[src/rtl/cmdq_pkg.sv]
// Shared types and constants for the command queue scheduler.
package cmdq_pkg;
  localparam int CMD_W = 16;
  localparam logic [CMD_W-1:0] ABORT_CMD = 16'hFFFF;
  localparam int FAST_GAP = 8;

  typedef enum logic {I_IDLE, I_WAIT} intake_state_t;
  typedef enum logic [1:0] {O_EMPTY, O_PRESENT, O_GAP} out_state_t;
endpackage

[src/rtl/cmdq_if.sv]
// Handshake bundle: UART intake side (in_*) and command processor side (out_*).
interface cmdq_if;
  import cmdq_pkg::*;
  logic [CMD_W-1:0] in_cmd;
  logic             in_rdy;
  logic             in_clr;
  logic [CMD_W-1:0] out_cmd;
  logic             out_rdy;
  logic             out_clr;

  modport slave  (input in_cmd, in_rdy, out_clr, output in_clr, out_cmd, out_rdy);
  modport master (output in_cmd, in_rdy, out_clr, input in_clr, out_cmd, out_rdy);
endinterface

[src/rtl/cmdq_fifo.sv]
// Command storage: circular buffer with occupancy count; full/empty derive from the registered count.
module cmdq_fifo
  import cmdq_pkg::*;
#(
  parameter int DEPTH = 4
) (
  input  logic                       clk,
  input  logic                       rst_n,
  input  logic                       push_i,
  input  logic                       pop_i,
  input  logic                       flush_i,
  input  logic [CMD_W-1:0]           wdata_i,
  output logic [CMD_W-1:0]           head_o,
  output logic [$clog2(DEPTH+1)-1:0] count_o,
  output logic                       full_o,
  output logic                       empty_o
);
  localparam int PW = $clog2(DEPTH);
  localparam int CW = $clog2(DEPTH+1);

  logic [PW-1:0]    wr_ptr_q, wr_ptr_d, rd_ptr_q, rd_ptr_d;
  logic [CW-1:0]    count_q, count_d;
  logic [CMD_W-1:0] mem_q [DEPTH];
  logic             do_push, do_pop;

  assign full_o  = (count_q == CW'(DEPTH));
  assign empty_o = (count_q == '0);
  assign do_push = push_i && !full_o;
  assign do_pop  = pop_i && !empty_o;
  assign head_o  = mem_q[rd_ptr_q];
  assign count_o = count_q;

  always_comb begin
    wr_ptr_d = wr_ptr_q;
    rd_ptr_d = rd_ptr_q;
    count_d  = count_q;
    if (flush_i) begin
      wr_ptr_d = '0;
      rd_ptr_d = '0;
      count_d  = '0;
    end else begin
      if (do_push) wr_ptr_d = wr_ptr_q + 1'b1;
      if (do_pop)  rd_ptr_d = rd_ptr_q + 1'b1;
      case ({do_push, do_pop})
        2'b10:   count_d = count_q + 1'b1;
        2'b01:   count_d = count_q - 1'b1;
        default: count_d = count_q;
      endcase
    end
  end

  always_ff @(posedge clk) begin
    if (!rst_n) begin
      wr_ptr_q <= '0;
      rd_ptr_q <= '0;
      count_q  <= '0;
    end else begin
      wr_ptr_q <= wr_ptr_d;
      rd_ptr_q <= rd_ptr_d;
      count_q  <= count_d;
    end
  end

  // Storage carries no reset; only entries below count are ever observed.
  always_ff @(posedge clk) begin
    if (do_push && !flush_i) mem_q[wr_ptr_q] <= wdata_i;
  end
endmodule

[src/rtl/cmd_queue_sched.sv]
// Command queue and dispatch scheduler between UART wrapper and command processor.
// Optional CMDQ_ABORT_EN: intake word 16'hFFFF acts as a flush and is never stored.
module cmd_queue_sched
  import cmdq_pkg::*;
#(
  parameter int DEPTH    = 4,
  parameter int GAP_CYC  = 1024,
  parameter int FAST_SIM = 0
) (
  input  logic                       clk,
  input  logic                       rst_n,
  cmdq_if.slave                      bus,
  input  logic                       flush,
  output logic [$clog2(DEPTH+1)-1:0] count,
  output logic                       ovfl
);
  localparam int GAP_LEN = (FAST_SIM != 0) ? FAST_GAP : GAP_CYC;
  localparam int GW      = $clog2(GAP_LEN+1);
  localparam logic [GW-1:0] GAP_LOAD = GW'(GAP_LEN-1);

  intake_state_t    i_state_q, i_state_d;
  out_state_t       o_state_q, o_state_d;
  logic [GW-1:0]    gap_q, gap_d;
  logic             ovfl_q, ovfl_d;
  logic             full, empty, abort_hit, accept, push, pop, clr_all;
  logic [CMD_W-1:0] head;

`ifdef CMDQ_ABORT_EN
  assign abort_hit = (i_state_q == I_IDLE) && bus.in_rdy && (bus.in_cmd == ABORT_CMD);
`else
  assign abort_hit = 1'b0;
`endif

  // An abort word bypasses the full check; a flushed push is still acknowledged.
  assign accept  = (i_state_q == I_IDLE) && bus.in_rdy && (!full || abort_hit);
  assign clr_all = flush || abort_hit;
  assign push    = accept && !abort_hit && !flush;
  assign pop     = (o_state_q == O_PRESENT) && bus.out_clr && !clr_all;

  assign bus.in_clr  = accept && rst_n;
  assign bus.out_rdy = (o_state_q == O_PRESENT);
  assign bus.out_cmd = empty ? '0 : head;
  assign ovfl        = ovfl_q;

  cmdq_fifo #(.DEPTH(DEPTH)) u_fifo (
    .clk     (clk),
    .rst_n   (rst_n),
    .push_i  (push),
    .pop_i   (pop),
    .flush_i (clr_all),
    .wdata_i (bus.in_cmd),
    .head_o  (head),
    .count_o (count),
    .full_o  (full),
    .empty_o (empty)
  );

  always_comb begin
    i_state_d = i_state_q;
    case (i_state_q)
      I_IDLE:  if (accept) i_state_d = I_WAIT;
      I_WAIT:  if (!bus.in_rdy) i_state_d = I_IDLE;
      default: i_state_d = I_IDLE;
    endcase
  end

  // Gap counter counts down from G-1 so out_rdy returns exactly G edges after the pop.
  always_comb begin
    o_state_d = o_state_q;
    gap_d     = gap_q;
    case (o_state_q)
      O_EMPTY:   if (!empty) o_state_d = O_PRESENT;
      O_PRESENT: if (pop) begin
                   o_state_d = O_GAP;
                   gap_d     = GAP_LOAD;
                 end
      O_GAP:     if (gap_q == '0) o_state_d = empty ? O_EMPTY : O_PRESENT;
                 else gap_d = gap_q - 1'b1;
      default:   o_state_d = O_EMPTY;
    endcase
    if (clr_all) begin
      o_state_d = O_EMPTY;
      gap_d     = '0;
    end
  end

  always_comb begin
    ovfl_d = ovfl_q;
    if (clr_all) ovfl_d = 1'b0;
    else if ((i_state_q == I_IDLE) && bus.in_rdy && full) ovfl_d = 1'b1;
  end

  always_ff @(posedge clk) begin
    if (!rst_n) begin
      i_state_q <= I_IDLE;
      o_state_q <= O_EMPTY;
      gap_q     <= '0;
      ovfl_q    <= 1'b0;
    end else begin
      i_state_q <= i_state_d;
      o_state_q <= o_state_d;
      gap_q     <= gap_d;
      ovfl_q    <= ovfl_d;
    end
  end
endmodule

[src/flat_wrapper.sv]
// flat-port wrapper written by rule: the top's interface ports become plain ports
module cmd_queue_sched_flat import cmdq_pkg::*;
#(
  parameter int DEPTH    = 4,
  parameter int GAP_CYC  = 1024,
  parameter int FAST_SIM = 0
)
  (clk, rst_n, flush, count, ovfl, bus_in_cmd, bus_in_rdy, bus_out_clr, bus_in_clr, bus_out_cmd, bus_out_rdy);
  cmdq_if bus_i ();
  input  logic clk;
  input  logic rst_n;
  input  logic flush;
  output logic [$clog2(DEPTH+1)-1:0] count;
  output logic ovfl;
  input wire logic [$bits(bus_i.in_cmd)-1:0] bus_in_cmd;
  input wire logic [$bits(bus_i.in_rdy)-1:0] bus_in_rdy;
  input wire logic [$bits(bus_i.out_clr)-1:0] bus_out_clr;
  output wire logic [$bits(bus_i.in_clr)-1:0] bus_in_clr;
  output wire logic [$bits(bus_i.out_cmd)-1:0] bus_out_cmd;
  output wire logic [$bits(bus_i.out_rdy)-1:0] bus_out_rdy;
  assign bus_i.in_cmd = bus_in_cmd;
  assign bus_i.in_rdy = bus_in_rdy;
  assign bus_i.out_clr = bus_out_clr;
  assign bus_in_clr = bus_i.in_clr;
  assign bus_out_cmd = bus_i.out_cmd;
  assign bus_out_rdy = bus_i.out_rdy;
  cmd_queue_sched #(.DEPTH(DEPTH), .GAP_CYC(GAP_CYC), .FAST_SIM(FAST_SIM)) u_core (.clk(clk), .rst_n(rst_n), .bus(bus_i), .flush(flush), .count(count), .ovfl(ovfl));
endmodule
[config.mk]
export PLATFORM = sky130hd
export DESIGN_NAME = cmd_queue_sched_flat
export DESIGN_NICKNAME = d
export VERILOG_FILES = /design/src/rtl/cmdq_pkg.sv /design/src/rtl/cmdq_if.sv /design/src/rtl/cmdq_fifo.sv /design/src/rtl/cmd_queue_sched.sv /design/src/flat_wrapper.sv
export SDC_FILE = /design/constraint.sdc
export NUM_CORES = 1
export LEC_CHECK = 0
export ABC_AREA = 1
export CAP_MARGIN = 5
export CORE_ASPECT_RATIO = 0.75
export CORE_UTILIZATION = 45
export CTS_CLUSTER_SIZE = 20
export DETAILED_ROUTE_END_ITERATION = 6
export GPL_TIMING_DRIVEN = 0
export PLACE_DENSITY_LB_ADDON = 0.05
export SYNTH_ARGS = -nofsm -noshare
export SYNTH_HDL_FRONTEND = slang
export SYNTH_HIERARCHICAL = 1
export SYNTH_SLANG_ARGS = --single-unit
[constraint.sdc]
create_clock -name clk -period 6.7 [get_ports clk]
set_input_delay 1.005 -clock clk [delete_from_list [all_inputs] [get_ports clk]]
set_output_delay 1.005 -clock clk [all_outputs]
set_load 0.005 [all_outputs]
Yosys cells after proc, flatten, opt, wreduce, memory -nomap -nowiden
Memory sizes are Yosys's and may differ from the RTL's. A register that Yosys moved wholly into a read port is not among the register bits.
Index checks and enable logic that the tools add are counted.
- register bits after elaboration: 22
- memory bits (writable): 64
- word-level logic and storage cells: 62
- memories kept: 1
- $add $sub $neg: 5
- eq/ne operators: 9
- multiplexer cells: 17
- bitwise logic cells: 2
- reductions and logical operators: 21
- memories (memory ; depth ; width ; read ports ; clocked after Yosys merged registers in ; wr ports ; RTL line ; text):
    u_core.u_fifo.mem_q ; 4 ; 16 ; 1 ; 1 ; 1 ; cmdq_fifo.sv:23 ; logic [CMD_W-1:0] mem_q [DEPTH];
- operators with widths (operator ; count):
    $mux W11 ; 2
    $pmux W11 S2 ; 1
    $mux W16 ; 1
    $logic_not A11 Y1 ; 1
    $sub A11 B1 Y11 const B ; 1
    $logic_and A1 B1 Y1 ; 10
    $mux W2 ; 5
    $pmux W2 S3 ; 1
    $pmux W3 S2 ; 1
    $reduce_and A3 Y1 ; 2
    $mux W1 ; 5
    $add A2 B1 Y2 const B ; 2
    $eq A2 B1 Y1 const B ; 2
    $eq A2 B2 Y1 const B ; 2
    $ne A2 B1 Y1 const B ; 2
    $ne A2 B2 Y1 const B ; 2
    $reduce_bool A2 Y1 ; 2
    $add A3 B1 Y3 const B ; 1
    $eq A3 B3 Y1 const B ; 1
    $logic_not A1 Y1 ; 3
    $logic_not A3 Y1 ; 1
    $sub A3 B1 Y3 const B ; 1
    $logic_not A2 Y1 ; 1
    $not A1 Y1 ; 2
    2 further kinds ; 2

Depth between registers and ports, before layout
Gate-level depths: netlist of the first run.
- depth in word-level cells: 8
- depth in mapped cells: 17

Modules after synthesis
Netlist of the first run, hierarchy kept.
- by module, submodules not included (module ; instances ; cells each ; area each (sq um)):
    cmdq_fifo ; 1 ; 232 ; 2880.3
    cmd_queue_sched ; 1 ; 175 ; 1094.8

Worst setup path after synthesis of the first run
No wires, ideal clock.
- path type: input to register
- start: input bus_in_rdy
- end: memory u_core.u_fifo.mem_q[0][0], enable pin
- arrival time: 2285 ps
- required time: 6311 ps
- path slack: 4027 ps
- stages on the path: 6
- cell sequence: nand3b_1 -> nor2_1 -> inv_1 -> nor2_2 -> nand2_1 -> nor2_1
- word-level cells in the longest chain between the ends: 7
- RTL lines (item ; RTL line ; text):
    start: declaration ; flat_wrapper.sv:16 ; input wire logic [$bits(bus_i.in_rdy)-1:0] bus_in_rdy;
    $logic_and A1 B1 Y1 (2 in a row) ; cmd_queue_sched.sv:35 ; assign accept = (i_state_q == I_IDLE) && bus.in_rdy && (!full || abort_hit);
    $logic_and A1 B1 Y1 ; cmd_queue_sched.sv:37 ; assign push = accept && !abort_hit && !flush;
    via u_core.push ; cmd_queue_sched.sv:25 ; logic full, empty, abort_hit, accept, push, pop, clr_all;
    $logic_and A1 B1 Y1 ; cmdq_fifo.sv:28 ; assign do_push = push_i && !full_o;
    $logic_and A1 B1 Y1 ; cmdq_fifo.sv:66 ; if (do_push && !flush_i) mem_q[wr_ptr_q] <= wdata_i;
    $mux W1 ; cmdq_fifo.sv:66 ;
    $mux W1 (implied by the code) ; cmdq_fifo.sv:66 ;
    end: declaration ; cmdq_fifo.sv:23 ;
The timed path passes the listed nets, and every way through them passes these cells.

Worst setup path after layout of the first run
- start: register u_core.u_fifo.count_q[1], in the netlist u_core/u_fifo/count_o[1]
- end: output bus_out_cmd[7]
- word-level cells in the longest chain between the ends: 2
- RTL lines (item ; RTL line ; text):
    start: declaration ; cmdq_fifo.sv:22 ; logic [CW-1:0] count_q, count_d;
    start signal: assignment ; cmdq_fifo.sv:60 ; count_q <= count_d;
    $logic_not A3 Y1 ; cmdq_fifo.sv:27 ; assign empty_o = (count_q == '0);
    via u_core.empty ; cmd_queue_sched.sv:25 ;
    $mux W16 ; cmd_queue_sched.sv:42 ; assign bus.out_cmd = empty ? '0 : head;
    end: declaration ; flat_wrapper.sv:19 ; output wire logic [$bits(bus_i.out_cmd)-1:0] bus_out_cmd;
The timed path passes the listed nets, and every way through them passes these cells.

==> results of run 1 <==
[how the worst max path moves through the flow]
stage | start | depth (start not counted) | to
3_3_place_gp | bus_in_rdy | 7 | u_core/u_fifo/mem_q[0][9]$_DFFE_PP_
4_1_cts | u_core/u_fifo/count_o[1]$_SDFFE_PP0P_ | 7 | bus_out_cmd[7]
2_1_floorplan | bus_in_rdy | 6 | u_core/u_fifo/mem_q[0][0]$_DFFE_PP_
3_5_place_dp | bus_in_rdy | 7 | u_core/u_fifo/mem_q[1][9]$_DFFE_PP_
6_report | u_core/u_fifo/count_o[1]$_SDFFE_PP0P_ | 7 | bus_out_cmd[7]
5_1_grt | u_core/u_fifo/count_o[1]$_SDFFE_PP0P_ | 7 | bus_out_cmd[6]
[synth_stat cells]
cell type	instances
buf_4	2
nand4_1	1
nand2_2	8
buf_2	7
nor2_2	6
buf_6	1
a21oi_2	8
edfxtp_1	64
o21ai_1	29
nand3_1	15
nor2_4	3
nand2_1	47
o22ai_1	16
xnor2_1	1
o21ai_0	10
fa_1	1
inv_4	1
a21oi_1	10
dfxtp_1	24
or2_2	3
nand3b_1	2
clkbuf_1	2
nor2_1	75
a31oi_1	1
nand2_4	2
nand3_2	1
ha_1	6
inv_1	51
buf_8	1
o211ai_1	1
inv_2	7
nor3_1	1
[metal layers]
metal	wire [microns]	up-vias
li1	-	1459
met1	3850	1304
met2	3670	86
met3	640	5
met4	61	0
met5	0	-
[power by group]
part | total [uW] | leakage [uW] | internal, uW | switching, uW
Combinational | 51.7 | 0.000939 | 25.4 | 26.3
Sequential | 591 | 0.000771 | 588 | 2.31
Clock | 568 | 0.000162 | 365 | 204
[state kept, by name (all words and copies together), names as in the netlist, named ones only]
signal and count:
u_core/u_fifo/wr_ptr_q 2, u_core/gap_q 11, u_core/i_state_q 1, u_core/u_fifo/rd_ptr_q 2, u_core/u_fifo/mem_q 64, u_core/o_state_q 2, u_core/u_fifo/count_o 3, u_core/ovfl 1
[worst min-delay path, cell delays in order, from the launching register on]
cell     delay [ns]
dfxtp_1        0.31
inv_1          0.05
a21oi_1        0.05
[layout by cell type, fill, tap and decap left out, types with 6 or more instances in the layout]
master,count
nand3_1,15
a21oi_1,10
a21oi_2,8
clkbuf_16,9
edfxtp_1,64
dfxtp_1,24
o22ai_1,16
inv_2,7
buf_2,7
nor2_1,71
nand2_1,47
clkdlybuf4s50_1,42
inv_1,51
o21ai_0,10
nand2_2,8
o21ai_1,29
nor2_2,10
ha_1,6
[final cells by class]
type                    count  area (sq um)  share of cell area [%]
plain buffers              13          83.8                    1.71
multi-input cells         247          1270                    25.9
inverters                  59           224                    4.56
well taps                 108           135                    2.75
flip-flops and latches     88          2400                    48.9
repair buffers             44           450                    9.16
clock inverters             7           119                    2.42
clock buffers               9           225                    4.58
[cell families after synthesis]
logic type,count (synthesis)
xor+xnor,1
buf+inv,72
fa+ha+maj,7
compound gates,75
flops,88
simple gates,164
[per-stage QoR]
stage / cell area [sq um] / util (%) / std cells / setup WS, ns
floorplan: 3980 / - / 407 / 4.03
global placement: 4530 / 53.1 / 557 / 2.81
finish: 4910 / 57.6 / 575 / 3.25
global route: 4910 / 57.6 / 575 / 2.95
CTS: 4910 / 57.6 / 575 / 3.16
detailed placement: 4570 / 53.6 / 559 / 3.27
==> results_dict.tcl, run 1 <==
set metrics [dict create \
    cts_buffer_depth 2 \
    worst_pin_slew_ns 0.912 \
    grt-ovfl-total 0 \
    holdPathStages 2 \
    fin_hold_ws_ns 0.452 \
    coreArea_sq_mm 0.00853 \
    routabilityCongestion 0.764 \
    fillCellCount 750 \
    critPathBufInv 4 \
    synth_top_area_share_pct 48.3 \
    synthAdderAreaFrac_pct 2.39 \
    maxSlewViolCount 0 \
    r2r_slack_ns 4.11 \
    timing_hold_violations_final 0 \
    use_met1_pct 27.0 \
    hp-class "reg -> reg" \
    path_delay_family "buffers and inverters" \
    synth_mux_area_share_pct 0 \
    rr_startpoint "u_core/u_fifo/count_o[1]$_SDFFE_PP0P_" \
    vias_per_cell 4.96 \
    grt_max_degree 17 \
    fmax_mhz 290 \
    start_util_pct 46.6 \
    r2r_end "u_core/u_fifo/mem_q[1][1]$_DFFE_PP_" \
    worstHoldStart "u_core/ovfl$_SDFFE_PP0P_" \
    worst_path_most_repeated_cell "clkbuf_1" \
    worst_clock_skew_ns 0.00446 \
    cts_tree "done" \
    drc 0 \
    drv_cap 0 \
    routed_wl_microns 8230 \
    yosysSeqAreaShare_pct 60.4 \
    syn_nets 435 \
    port-buffer-count 42 \
    synth-xor-area-share_pct 0.220 \
    leakagePower_uw 0.00187 \
    crit_type "reg -> out" \
    clk_pin_slew_ns 0.06 \
    global_route.usage.met2_pct 28.7 \
    num_io_pins 43 \
    die_x_microns 111 \
    die_h_microns 83.4 \
    finalSetupTns_ns 0 \
    yosysWarnings 6 \
    vdd_drop_max_mv 0.172 \
    nets 490 \
    htree_levels 3 \
    first_iter_violations 137 \
    cpMaxStageDelayCell "clkdlybuf4s50_1" \
    rsz0062_at_grt "false" \
    vias 2854 \
    grt_pass1_wl_microns 13400 \
    grt_pass1_vias 2708 \
    r2r_cells 9 \
    postCtsResizedCells 0 \
    fin_crit_ns 3.45 \
    min_to "u_core/ovfl$_SDFFE_PP0P_" \
    cts_buffers 9 \
    clockRootBuffer "clkbuf_16" \
    numClockSinks 88 \
    status "finished clean" \
    synth_area_leaders "edfxtp_1, dfxtp_1, nor2_1" \
    synthSimpleGateAreaFrac_pct 18.4 \
    grtUsageMet3_pct 6.50 \
    dieArea_sq_mm 0.00922 \
    yosysUniqueCellTypes 32 \
    yosys.area.top_type "edfxtp_1" \
    max_stage_delay_ns 0.46 \
    synth_seq_cells 88 \
    setup_viol 0 \
    power-per-cell-area_mw_per_mm2 246 \
    critPathCaptureType "primary output" \
    synth_area_sq_mm 0.00398 \
    path_cells "nor2_2, nand2_1, inv_1, clkbuf_1, clkbuf_1, nor2_1, clkdlybuf4s50_1" \
    drt-pass1-iter-count 4 \
    power.total_uw 1210 \
    track_usage_pct 19.5 \
    clock_latency_ns 0.34 \
    diodes 0 \
    rows 29 \
    avgRoutedWirePerCell_microns 14.3 \
    avgSynthCellArea_sq_um 9.77 \
    worstPathRequired_ns 5.69 \
    post_cts_buffers 0 \
    timing.final.crit_share_pct 51.5 \
    drive_gt1_share_pct 15.4 \
    final_antenna_net_count 0 \
    syn_inst 407 \
    relSlewSlack_pct 39.1 \
    antenna_found_initial 0 \
    startpoint_type "flip-flop" \
    area_growth_pct 23.6 \
    cp_max_fo 10 \
    synth_top_family_by_area "simple AND/OR/NAND/NOR gates" \
    grt.busiest_layer "met2" \
    worstPathArrival_ns 2.44 \
    dp_hpwl_microns 5570 \
    synth-compound-area-share_pct 10.8 \
    ctsHoldBuffers 0 \
]
No activity file was read; power rests on OpenSTA's default activity.
==> inputs of run 2 (changes only) <==
Clock period 6.7 ns to 3.3 ns, I/O delays scaled along.
==> results of run 2 <==
Same layout as run 1 (identical final DEF). Status: finished clean.
Main changes from that run: setup slack after placement 3.27 ns -> 0.379 ns; setup slack after layout 3.25 ns -> 0.360 ns; register-to-register setup slack 4.11 ns -> 0.71 ns; total power 1210 uW -> 2460 uW; worst IR drop on VDD 0.172 mV -> 0.349 mV
==> inputs of run 3 (changes only) <==
Settings changed: CORE_MARGIN set to 10, SYNTH_HIERARCHICAL 1 to not set.
==> results_dict.tcl, run 3 <==
set metrics [dict create \
    status "finished clean" \
    power-per-cell-area_mw_per_mm2 512 \
    port-buffer-count 42 \
    nets 489 \
    finalSetupTns_ns 0 \
    num_io_pins 43 \
    setup_viol 0 \
    synth_seq_cells 88 \
    synth_top_area_share_pct 48.5 \
    postCtsResizedCells 0 \
    start_util_pct 46.5 \
    fin_crit_ns 2.79 \
    worstPathRequired_ns 2.80 \
    critPathBufInv 4 \
    worst_clock_skew_ns 0.0100 \
    drv_cap 0 \
    syn_nets 433 \
    max_stage_delay_ns 0.55 \
    synth_area_sq_mm 0.00396 \
    syn_inst 399 \
    final_util_pct 57.3 \
    cts_buffers 9 \
    synth_area_leaders "edfxtp_1, dfxtp_1, nor2_1" \
    path_cells "buf_2, inv_1, clkbuf_1, o21ai_0, a21oi_1, clkdlybuf4s50_1" \
    fmax_mhz 359 \
    clock_latency_ns 0.34 \
    grt_max_degree 17 \
    final_antenna_net_count 0 \
    dp_hpwl_microns 5860 \
    fillCellCount 730 \
    timing.final.crit_share_pct 84.5 \
    leakagePower_uw 0.00177 \
    antenna_found_initial 0 \
    worstPathArrival_ns 2.29 \
    die_h_microns 101 \
    yosysUniqueCellTypes 28 \
    largest_reg_flops 64 \
    cts_tree "done" \
    path_delay_family "buffers and inverters" \
    yosys.area.top_type "edfxtp_1" \
    final_common_cell "nor2_1" \
    first_iter_violations 201 \
    relSlewSlack_pct 36.9 \
    clockRootBuffer "clkbuf_16" \
    numClockSinks 88 \
    die_x_microns 128 \
    yosysSeqAreaShare_pct 60.6 \
    cpMaxStageDelayCell "clkdlybuf4s50_1" \
    path_depth 6 \
    avgRoutedWirePerCell_microns 14.8 \
    coreArea_sq_mm 0.00853 \
    drc 0 \
    routed_wl_microns 8400 \
    rsz0062_at_grt "false" \
    yosysWarnings 0 \
    drt-pass1-iter-count 4 \
    grt-ovfl-total 0 \
    critPathCaptureType "primary output" \
    cp_max_fo 10 \
    clk_pin_slew_ns 0.06 \
    async_flop_share_pct 0 \
    post_cts_buffers 0 \
    htree_levels 3 \
    vias_per_cell 4.96 \
    ctsHoldBuffers 0 \
    synth_edf_count 64 \
    drive_gt1_share_pct 12.2 \
    vias 2815 \
    holdPathStages 2 \
    diodes 0 \
    dieArea_sq_mm 0.0130 \
    maxSlewViolCount 0 \
    r2r_cells 12 \
    hp-class "reg -> reg" \
    rows 29 \
    area_growth_pct 23.3 \
    routabilityCongestion 0.789 \
    startpoint_type "flip-flop" \
    grt_pass1_wl_microns 13800 \
    top_register "u_core.u_fifo.mem_q" \
    synth_top_cells_by_count "nor2_1, edfxtp_1, o21ai_0" \
    final_cell_mix "nor2_1, edfxtp_1, o21ai_0, clkdlybuf4s50_1, inv_1" \
    worst_pin_slew_ns 0.945 \
    ys.flop_type "edfxtp_1" \
    timing_hold_violations_final 0 \
    crit_type "reg -> out" \
    grt_pass1_vias 2675 \
    vdd_drop_max_mv 0.389 \
    avgSynthCellArea_sq_um 9.93 \
    track_usage_pct 13.5 \
    cts_buffer_depth 2 \
    yosysMostFrequentCell "nor2_1" \
]
[run 3: changes by cell type after synthesis, sizes merged, moves of 4 or more]
cell	change
inv	-19
a21oi	+20
ha	+6
nor2	+9
o21ai	+12
clkbuf	+4
nand2	-19
o22ai	-16
[run 3: final cells by class]
class                      count  area [sq um]  share of cell area (%)
sequential                    88          2400                    49.2
multi-input combinational    256          1350                    27.6
timing repair buffer          45           465                    9.53
clock buffer                  10           229                    4.69
inverter                      40           150                    3.07
tap                          108           135                    2.77
clock inverter                 6          83.8                    1.72
buffer                        15          73.8                    1.51
[run 3: routing by layer]
layer  up-vias  wire length, microns  track usage, %
li1       1451                     -               -
met3         2                   486            4.91
met1      1312                  4110            18.1
met5         -                     0               0
met2        50                  3770            19.9
met4         0                    35            3.89
[run 3: path summary, 6_finish.rpt]
kind                                                             start                                     to  slack (ns)
worst max register to register   u_core.u_fifo.count_o[0]$_SDFFE_PP0P_  u_core.u_fifo.count_o[2]$_SDFFE_PP0P_        1.13
worst min register to register  u_core.u_fifo.rd_ptr_q[1]$_SDFFE_PP0P_                              flip-flop        0.46
worst max-delay path                                         flip-flop                         bus_out_cmd[4]        0.51
worst min-delay path            u_core.u_fifo.rd_ptr_q[1]$_SDFFE_PP0P_                              flip-flop        0.46
[run 3: power by group]
| part | switching (uW) | internal (uW) | leakage, uW | total, uW |
|---|---|---|---|---|
| logic | 136 | 91.8 | 0.000848 | 228 |
| clock network | 393 | 659 | 0.000148 | 1050 |
| registers | 12.9 | 1210 | 0.000774 | 1220 |
| total | 542 | 1960 | 0.00177 | 2500 |
[run 3: worst register-to-register path, delay by kind of cell, from the launching register on]
kind | cells | cell delay, ns
adders and majority gates | 2 | 0.53
AOI/OAI and AO/OA | 4 | 0.47
and+or+nand+nor | 3 | 0.39
buffers and inverters | 3 | 0.35
DFF | 1 | 0.31
[run 3: stage by stage]
| step | total power [uW] | worst slack (ns) | instance area, sq um | instances | hold WS, ns |
|---|---|---|---|---|---|
| 2_1_floorplan | 1390 | 1.35 | 3960 | 399 | 0.437 |
| 6_report | 2500 | 0.513 | 4890 | 568 | 0.463 |
| 3_5_place_dp | 1470 | 0.729 | 4570 | 552 | 0.457 |
| 3_3_place_gp | 1470 | 0.258 | 4520 | 549 | 0.449 |
| 5_1_grt | 2610 | 0.320 | 4890 | 568 | 0.493 |
| 4_1_cts | 2530 | 0.523 | 4890 | 568 | 0.468 |
[run 3: kinds of logic (layout without fill, tap and decap cells)]
logic type	after synthesis	after routing	share of synthesized area [%]
buffers and inverters	55	116	5.65
AOI/OAI and AO/OA	90	90	12.6
xor gates and xnor gates	1	1	0.221
adders and majority gates	13	13	4.29
and+or+nand+nor	152	152	16.6
DFF	88	88	60.6
